<file path="src/rtl/mem_stage_pkg.sv">
// Shared types for the memory-access stage: op encoding, access sizes, FSM states.
// Pure declarations, no logic.
// Imported by mem_stage, mem_align and the bench.
package mem_stage_pkg;

   typedef enum logic [3:0] {
      OP_NONE = 4'd0,
      OP_LB   = 4'd1,
      OP_LBU  = 4'd2,
      OP_LH   = 4'd3,
      OP_LHU  = 4'd4,
      OP_LW   = 4'd5,
      OP_SB   = 4'd6,
      OP_SH   = 4'd7,
      OP_SW   = 4'd8
   } mem_op_t;

   localparam logic [1:0] MSIZE_BYTE = 2'd0;
   localparam logic [1:0] MSIZE_HALF = 2'd1;
   localparam logic [1:0] MSIZE_WORD = 2'd2;

   typedef enum logic [1:0] {
      ST_IDLE = 2'd0,
      ST_ADDR = 2'd1,
      ST_DATA = 2'd2,
      ST_DONE = 2'd3
   } mem_state_t;

endpackage

</file>
<file path="src/rtl/mem_stage_align.sv">
// Access decode: bus size/strobe/lane data, misalignment, load extract + extend.
// Purely combinational, zero latency.
// No flow control; the caller decides when outputs are meaningful.
module mem_align
   import mem_stage_pkg::*;
#(
   parameter int ADDR_W = 32
) (
   input  mem_op_t           i_op,
   input  logic [1:0]        i_addr_lo,
   input  logic [ADDR_W-1:0] i_vt,
   input  logic [ADDR_W-1:0] i_raw,
   output logic [1:0]        o_size,
   output logic [3:0]        o_strobe,
   output logic [ADDR_W-1:0] o_data,
   output logic              o_misalign,
   output logic              o_is_load,
   output logic              o_is_store,
   output logic [ADDR_W-1:0] o_load_val
);

   logic [7:0]  w_byte;
   logic [15:0] w_half;

   // raw word is always read from the aligned address, so lanes are picked by the low bits
   assign w_byte = i_raw[{i_addr_lo, 3'b000} +: 8];
   assign w_half = i_addr_lo[1] ? i_raw[31:16] : i_raw[15:0];

   // decode the op into bus controls and the extended load value
   always_comb begin
      o_size     = MSIZE_BYTE;
      o_strobe   = 4'b0000;
      o_data     = '0;
      o_misalign = 1'b0;
      o_is_load  = 1'b0;
      o_is_store = 1'b0;
      o_load_val = '0;
      case (i_op)
         OP_LB: begin
            o_is_load  = 1'b1;
            o_load_val = {{24{w_byte[7]}}, w_byte};
         end
         OP_LBU: begin
            o_is_load  = 1'b1;
            o_load_val = {24'd0, w_byte};
         end
         OP_LH: begin
            o_is_load  = 1'b1;
            o_size     = MSIZE_HALF;
            o_misalign = i_addr_lo[0];
            o_load_val = {{16{w_half[15]}}, w_half};
         end
         OP_LHU: begin
            o_is_load  = 1'b1;
            o_size     = MSIZE_HALF;
            o_misalign = i_addr_lo[0];
            o_load_val = {16'd0, w_half};
         end
         OP_LW: begin
            o_is_load  = 1'b1;
            o_size     = MSIZE_WORD;
            o_misalign = |i_addr_lo;
            o_load_val = i_raw;
         end
         OP_SB: begin
            o_is_store = 1'b1;
            o_data     = {4{i_vt[7:0]}};
            o_strobe   = 4'b0001 << i_addr_lo;
         end
         OP_SH: begin
            o_is_store = 1'b1;
            o_size     = MSIZE_HALF;
            o_misalign = i_addr_lo[0];
            o_data     = {2{i_vt[15:0]}};
            o_strobe   = i_addr_lo[1] ? 4'b1100 : 4'b0011;
         end
         OP_SW: begin
            o_is_store = 1'b1;
            o_size     = MSIZE_WORD;
            o_misalign = |i_addr_lo;
            o_data     = i_vt;
            o_strobe   = 4'b1111;
         end
         default: ;
      endcase
   end

endmodule

</file>
<file path="src/rtl/mem_stage.sv">
// Memory-access stage: runs one data-bus transaction per load/store, emits a write-back record.
// Latency: non-memory op 1 cycle; memory op >= 2 cycles (request at t+1, record at t+2 on a zero-wait bus).
// Backpressure: in_ready drops while busy or while a record waits for out_ready.
module mem_stage
   import mem_stage_pkg::*;
#(
   parameter int ADDR_W = 32
) (
   input  logic              clk,
   input  logic              resetn,
   input  logic              in_valid,
   output logic              in_ready,
   input  logic [3:0]        in_op,
   input  logic [ADDR_W-1:0] in_result,
   input  logic [ADDR_W-1:0] in_vt,
   input  logic [4:0]        in_rd,
   output logic              dreq_valid,
   output logic [ADDR_W-1:0] dreq_addr,
   output logic [1:0]        dreq_size,
   output logic [3:0]        dreq_strobe,
   output logic [ADDR_W-1:0] dreq_data,
   input  logic              dresp_addr_ok,
   input  logic              dresp_data_ok,
   input  logic [ADDR_W-1:0] dresp_data,
   output logic              out_valid,
   input  logic              out_ready,
   output logic [4:0]        out_rd,
   output logic [ADDR_W-1:0] out_value,
   output logic              out_we,
   output logic              out_adel,
   output logic              out_ades
);

   mem_state_t        r_state;
   mem_state_t        w_state_nxt;
   mem_op_t           r_op;
   logic [ADDR_W-1:0] r_addr;
   logic [ADDR_W-1:0] r_vt;
   logic [4:0]        r_rd;
   logic [ADDR_W-1:0] r_value;
   logic              r_we;
   logic              r_adel;
   logic              r_ades;

   logic              w_sel_in;
   mem_op_t           w_op;
   logic [1:0]        w_addr_lo;
   logic [1:0]        w_size;
   logic [3:0]        w_strobe;
   logic [ADDR_W-1:0] w_data;
   logic              w_misalign;
   logic              w_is_load;
   logic              w_is_store;
   logic [ADDR_W-1:0] w_load_val;
   mem_state_t        w_branch;
   logic              w_accept;
   logic              w_capture;

   // Decoder sees the incoming op while we can accept, the latched op while a transaction is open.
   assign w_sel_in  = (r_state == ST_IDLE) || (r_state == ST_DONE);
   assign w_op      = w_sel_in ? mem_op_t'(in_op) : r_op;
   assign w_addr_lo = w_sel_in ? in_result[1:0] : r_addr[1:0];

   mem_align #(.ADDR_W(ADDR_W)) u_align (
      .i_op       (w_op),
      .i_addr_lo  (w_addr_lo),
      .i_vt       (r_vt),
      .i_raw      (dresp_data),
      .o_size     (w_size),
      .o_strobe   (w_strobe),
      .o_data     (w_data),
      .o_misalign (w_misalign),
      .o_is_load  (w_is_load),
      .o_is_store (w_is_store),
      .o_load_val (w_load_val)
   );

   // misaligned accesses skip the bus and report straight away
   assign w_branch = ((w_op == OP_NONE) || w_misalign) ? ST_DONE : ST_ADDR;

   // state register
   always_ff @(posedge clk or negedge resetn) begin
      if (!resetn) r_state <= ST_IDLE;
      else         r_state <= w_state_nxt;
   end

   // next state, handshakes and capture strobe
   always_comb begin
      w_state_nxt = r_state;
      w_accept    = 1'b0;
      w_capture   = 1'b0;
      in_ready    = 1'b0;
      dreq_valid  = 1'b0;
      out_valid   = 1'b0;
      case (r_state)
         ST_IDLE: begin
            in_ready = 1'b1;
            if (in_valid) begin
               w_accept    = 1'b1;
               w_state_nxt = w_branch;
            end
         end
         ST_ADDR: begin
            dreq_valid = 1'b1;
            if (dresp_addr_ok && dresp_data_ok) begin
               w_capture   = 1'b1;
               w_state_nxt = ST_DONE;
            end else if (dresp_addr_ok) begin
               w_state_nxt = ST_DATA;
            end
         end
         ST_DATA: begin
            if (dresp_data_ok) begin
               w_capture   = 1'b1;
               w_state_nxt = ST_DONE;
            end
         end
         ST_DONE: begin
            out_valid = 1'b1;
            in_ready  = out_ready;
            if (out_ready) begin
               if (in_valid) begin
                  w_accept    = 1'b1;
                  w_state_nxt = w_branch;
               end else begin
                  w_state_nxt = ST_IDLE;
               end
            end
         end
         default: w_state_nxt = ST_IDLE;
      endcase
   end

   // latch the instruction on accept, overwrite the value with load data on completion
   always_ff @(posedge clk or negedge resetn) begin
      if (!resetn) begin
         r_op    <= OP_NONE;
         r_addr  <= '0;
         r_vt    <= '0;
         r_rd    <= '0;
         r_value <= '0;
         r_we    <= 1'b0;
         r_adel  <= 1'b0;
         r_ades  <= 1'b0;
      end else if (w_accept) begin
         r_op    <= w_op;
         r_addr  <= in_result;
         r_vt    <= in_vt;
         r_rd    <= in_rd;
         r_value <= in_result;
         r_we    <= (in_rd != 5'd0) && !w_misalign && !w_is_store;
         r_adel  <= w_misalign && w_is_load;
         r_ades  <= w_misalign && w_is_store;
      end else if (w_capture) begin
         r_value <= w_load_val;
      end
   end

   // request fields are driven only while the request is open
   assign dreq_addr   = dreq_valid ? r_addr   : '0;
   assign dreq_size   = dreq_valid ? w_size   : 2'd0;
   assign dreq_strobe = dreq_valid ? w_strobe : 4'd0;
   assign dreq_data   = dreq_valid ? w_data   : '0;

   assign out_rd    = r_rd;
   assign out_value = r_value;
   assign out_we    = r_we;
   assign out_adel  = r_adel;
   assign out_ades  = r_ades;

endmodule

</file>
<file path="config.mk">
export PLATFORM = sky130hd
export DESIGN_NAME = mem_stage
export DESIGN_NICKNAME = d
export VERILOG_FILES = /design/src/rtl/mem_stage_pkg.sv /design/src/rtl/mem_stage_align.sv /design/src/rtl/mem_stage.sv
export SDC_FILE = /design/constraint.sdc
export NUM_CORES = 1
export LEC_CHECK = 0
export CORE_UTILIZATION = 42
export DETAILED_ROUTE_END_ITERATION = 7
export PLACE_DENSITY = 0.88
export RECOVER_POWER = 100
export SYNTH_ARGS = -nofsm -noshare
export SYNTH_HDL_FRONTEND = slang
export SYNTH_SLANG_ARGS = --single-unit
</file>
<file path="constraint.sdc">
create_clock -name clk -period 2.93 [get_ports clk]
set_input_delay 0.7325 -clock clk [delete_from_list [all_inputs] [get_ports clk]]
set_output_delay 0.7325 -clock clk [all_outputs]
set_load 0.01 [all_outputs]
</file>
==> results.yml <==
status:
  run_status: "complete, but fails checks"
  violated_checks: "negative setup slack"
cells_and_area:
  antennaDiodeCount: 0
  sequential_cell_area_sq_um: 2750
  layout_commonest_cell: "sky130_fd_sc_hd__nand2_1"
  num-nets-final: 1121
  share_of_layout_cells_above_drive_strength_1_pct: 22.3
  fill_cells: 1162
  multi_input_area_sq_um: 3680
  fin_area_sq_um: 9950
  final_cell_mix: "274 x sky130_fd_sc_hd__nand2_1, 110 x sky130_fd_sc_hd__dfrtp_1, 106 x sky130_fd_sc_hd__clkdlybuf4s50_1"
  area.growth.synth_to_final_pct: 53.0
critical_path:
  timing.critical_path.mode_cell: "sky130_fd_sc_hd__buf_8"
  path_cells: "inv_2 -> ha_4 -> or3b_4 -> a211oi_4 -> buf_6 -> buf_8 -> buf_8 -> nand2_1 -> a21boi_2 -> buf_2"
  worst_ep_required_time_ps: 2200
  path_max_fanout: 7
  worst-path-buf-inv: 5
  r2r.worst_path.cells: 12
  startpoint: "r_state[1]"
  r2r_end: "out_value[0]"
  timing.rr.start: "r_state[1]"
  worst-setup-path-type: "register to output port"
  crit_arrival_ps: 2550
  crit_slowest_cell: "sky130_fd_sc_hd__dfrtp_1"
  setup.worst_path.start_class: "register"
  cp-end-kind: "output port"
  critical_path_cell_count: 10
  critPathCapture: "dreq_data[13]"
  timing.reg2reg.setup_slack_ps: -120
  cp_top_family: "buffers and inverters"
  worst_path_max_stage_delay_ps: 400
yosys:
  postSynthCellCount: 740
  synth.top_cells.by_area: "sky130_fd_sc_hd__dfrtp_1 42%, sky130_fd_sc_hd__nand2_1 17%, sky130_fd_sc_hd__and2_1 3.8%"
  synthDistinctLibCells: 69
  ys.warnings.count: 0
  synth-edff-count: 0
  synth_seq_cells: 110
  synth-seq-area-share_pct: 42.3
  async_reset_ff_share_pct: 100
  synth_ff_type: "sky130_fd_sc_hd__dfrtp_1"
  synth.cell_area_sq_um: 6500
  synth.net_count: 856
  synthesis.area_per_instance_sq_um: 8.79
  synth_area_leader_cell: "sky130_fd_sc_hd__dfrtp_1"
  yosysTopAreaCellShare_pct: 42.3
sta:
  setup_ws_ps: -348
  worstMarginPinSlew_ps: 1490
  setup-violations-final: 93
  fmaxAchievable_ghz: 0.305
  drv_slew: 0
  final.setup.tns_ps: -13990
  whs_ps: 470
  worst_clock_skew_ps: 7.05
  rsz_0062_raised_after_global_routing: "yes"
  report.final.hold_viol_count: 0
  final_period_minus_worst_setup_slack_ps: 3280
  finalCritPeriodShare_pct: 112
  slew_headroom_pct: 0.825
drt:
  routed-via-count: 6868
  ant_nets: 0
  detail_route.iter0.violations: 624
  detail_route.vias_per_cell: 5.74
  detail_route.wl_per_cell_um: 20.1
  drt-pass1-iter-count: 6
  drt_drc_violations_left: 0
  route.final.wire_length_um: 24100
placement:
  dp_hpwl_um: 16900
  gp_congestion: 0.939
  place.port_buffers: 223
  placedInstanceArea_sq_um: 9260
floorplan:
  std_cell_rows: 45
  initial_core_util_pct: 42.9
  dieArea_sq_um: 16000
  die_height_um: 126
  die_x_um: 126
  core_area_sq_um: 15100
  design.portCount: 224
cts:
  clock_transition_at_the_registers_of_the_reported_paths_ps: 70
  cts_sinks: 110
  h-tree-depth: 3
  hold_buffers: 0
  cts-root-to-sink-buffers: 2
  clockRootBuffer: "sky130_fd_sc_hd__clkbuf_16"
  tritoncts: "done"
  clkLatencyLatePin_ps: 350
  numCtsBuffers: 9
global_routing:
  vias_in_the_first_global_route: 6529
  grt_pass1_wl_um: 35600
  overflow: 0
  grt_antenna_before_repair: 0
  global_route.usage.total_pct: 28.9
  grt_start_max_net_pins: 61
worst_hold_path:
  worst_hold_path_type: "register to register"
power:
  power.leakage_nw: 5.10
  irDropWorstVdd_mv: 0.628
  power_density_nw_per_um2: 1110
  p_total_mw: 11.0
job:
  cap_viol_max_count: 0
final cells by class:
cell class / count / share of cell area, %
sequential: 110 / 27.7
tap: 188 / 2.36
clock inverter: 5 / 0.591
inverter: 15 / 0.566
clock buffer: 10 / 2.30
timing repair buffer: 304 / 29.5
multi-input combinational: 565 / 37.0
worst reg2reg max path, cell delays in order, from the launching register on:
cell and delay (ps):
sky130_fd_sc_hd__dfrtp_1 380, sky130_fd_sc_hd__inv_2 70, sky130_fd_sc_hd__ha_4 330, sky130_fd_sc_hd__buf_4 150
sky130_fd_sc_hd__buf_12 120, sky130_fd_sc_hd__buf_6 130, sky130_fd_sc_hd__mux2i_4 310, sky130_fd_sc_hd__buf_2 250
sky130_fd_sc_hd__buf_4 180, sky130_fd_sc_hd__nand2_1 70, sky130_fd_sc_hd__a2111oi_0 600, sky130_fd_sc_hd__a221o_1 280
sky130_fd_sc_hd__a221o_1 130
Yosys cell counts (4+ instances only):
cell type,count
sky130_fd_sc_hd__a21boi_0,8
sky130_fd_sc_hd__a21boi_1,9
sky130_fd_sc_hd__a21oi_1,11
sky130_fd_sc_hd__a221o_1,18
sky130_fd_sc_hd__a22o_1,13
sky130_fd_sc_hd__a22oi_1,11
sky130_fd_sc_hd__a2bb2oi_1,7
sky130_fd_sc_hd__a2bb2oi_2,10
sky130_fd_sc_hd__a31oi_1,8
sky130_fd_sc_hd__and2_1,40
sky130_fd_sc_hd__buf_2,16
sky130_fd_sc_hd__buf_6,5
sky130_fd_sc_hd__clkbuf_1,25
sky130_fd_sc_hd__dfrtp_1,110
sky130_fd_sc_hd__ha_1,5
sky130_fd_sc_hd__inv_1,15
sky130_fd_sc_hd__mux2_2,4
sky130_fd_sc_hd__mux2i_4,4
sky130_fd_sc_hd__mux4_2,4
sky130_fd_sc_hd__nand2_1,289
sky130_fd_sc_hd__nand3_1,4
sky130_fd_sc_hd__nor2_1,16
sky130_fd_sc_hd__nor2b_1,14
sky130_fd_sc_hd__o211ai_1,17
sky130_fd_sc_hd__o21ai_0,12
flip-flops by register name (all words and copies together) (netlist names):
signal     flops
out_rd         5
r_state        2
out_we         1
out_adel       1
out_value     32
r_op           4
r_addr        32
r_vt          32
out_ades       1
metrics by stage:
stage	utilization [%]	cells	worst slack [ps]
finish	65.7	1197	-348
global route	65.7	1197	-428
CTS	64.1	1190	-269
detailed placement	61.1	1161	-911
global placement	61.1	1161	-831
floorplan	-	740	1.08
kinds of logic (layout without fill, tap and decap cells):
group	Yosys count	count (layout)	share of synthesized area (%)
adder cells (fa/ha/maj)	6	6	1.14
AND/OR/NAND/NOR	386	386	26.2
multiplexers	19	19	4.89
AO/OA/AOI/OAI	152	152	20.1
buffers and inverters	65	334	5.00
flip-flops	110	110	42.3
XOR/XNOR	2	2	0.269
power by group:
| part | internal [mW] | total (mW) | switching (mW) |
|---|---|---|---|
| clock | 0.661 | 1.23 | 0.573 |
| combinational | 3.48 | 7.05 | 3.57 |
| sequential | 2.19 | 2.71 | 0.523 |
| total | 6.33 | 11.0 | 4.67 |
worst min path at each step:
| stage | slack (ps) | cells after the start | end | from |
|---|---|---|---|---|
| CTS | 470 | 2 | r_addr[2] | r_addr[2] |
| finish | 470 | 2 | r_addr[11] | r_addr[11] |
| global placement | 450 | 2 | r_addr[8] | r_addr[8] |
| detailed placement | 450 | 2 | r_addr[11] | r_addr[11] |
| global route | 480 | 2 | r_addr[15] | r_addr[15] |
| floorplan | 440 | 0 | out_adel | resetn |
repair_timing:
action	CTS	global route
setup endpoints to repair	59	53
cloned	4	1
resized for setup	211	64
pin swaps	31	10
setup buffers	11	6
metal layers:
metal	track usage, %	part of all wire, %
met5	0	0
met2	47.0	48
met4	16.7	5.3
met3	4.13	6.5
met1	36.9	40
No activity file was read; power rests on OpenSTA's default activity.
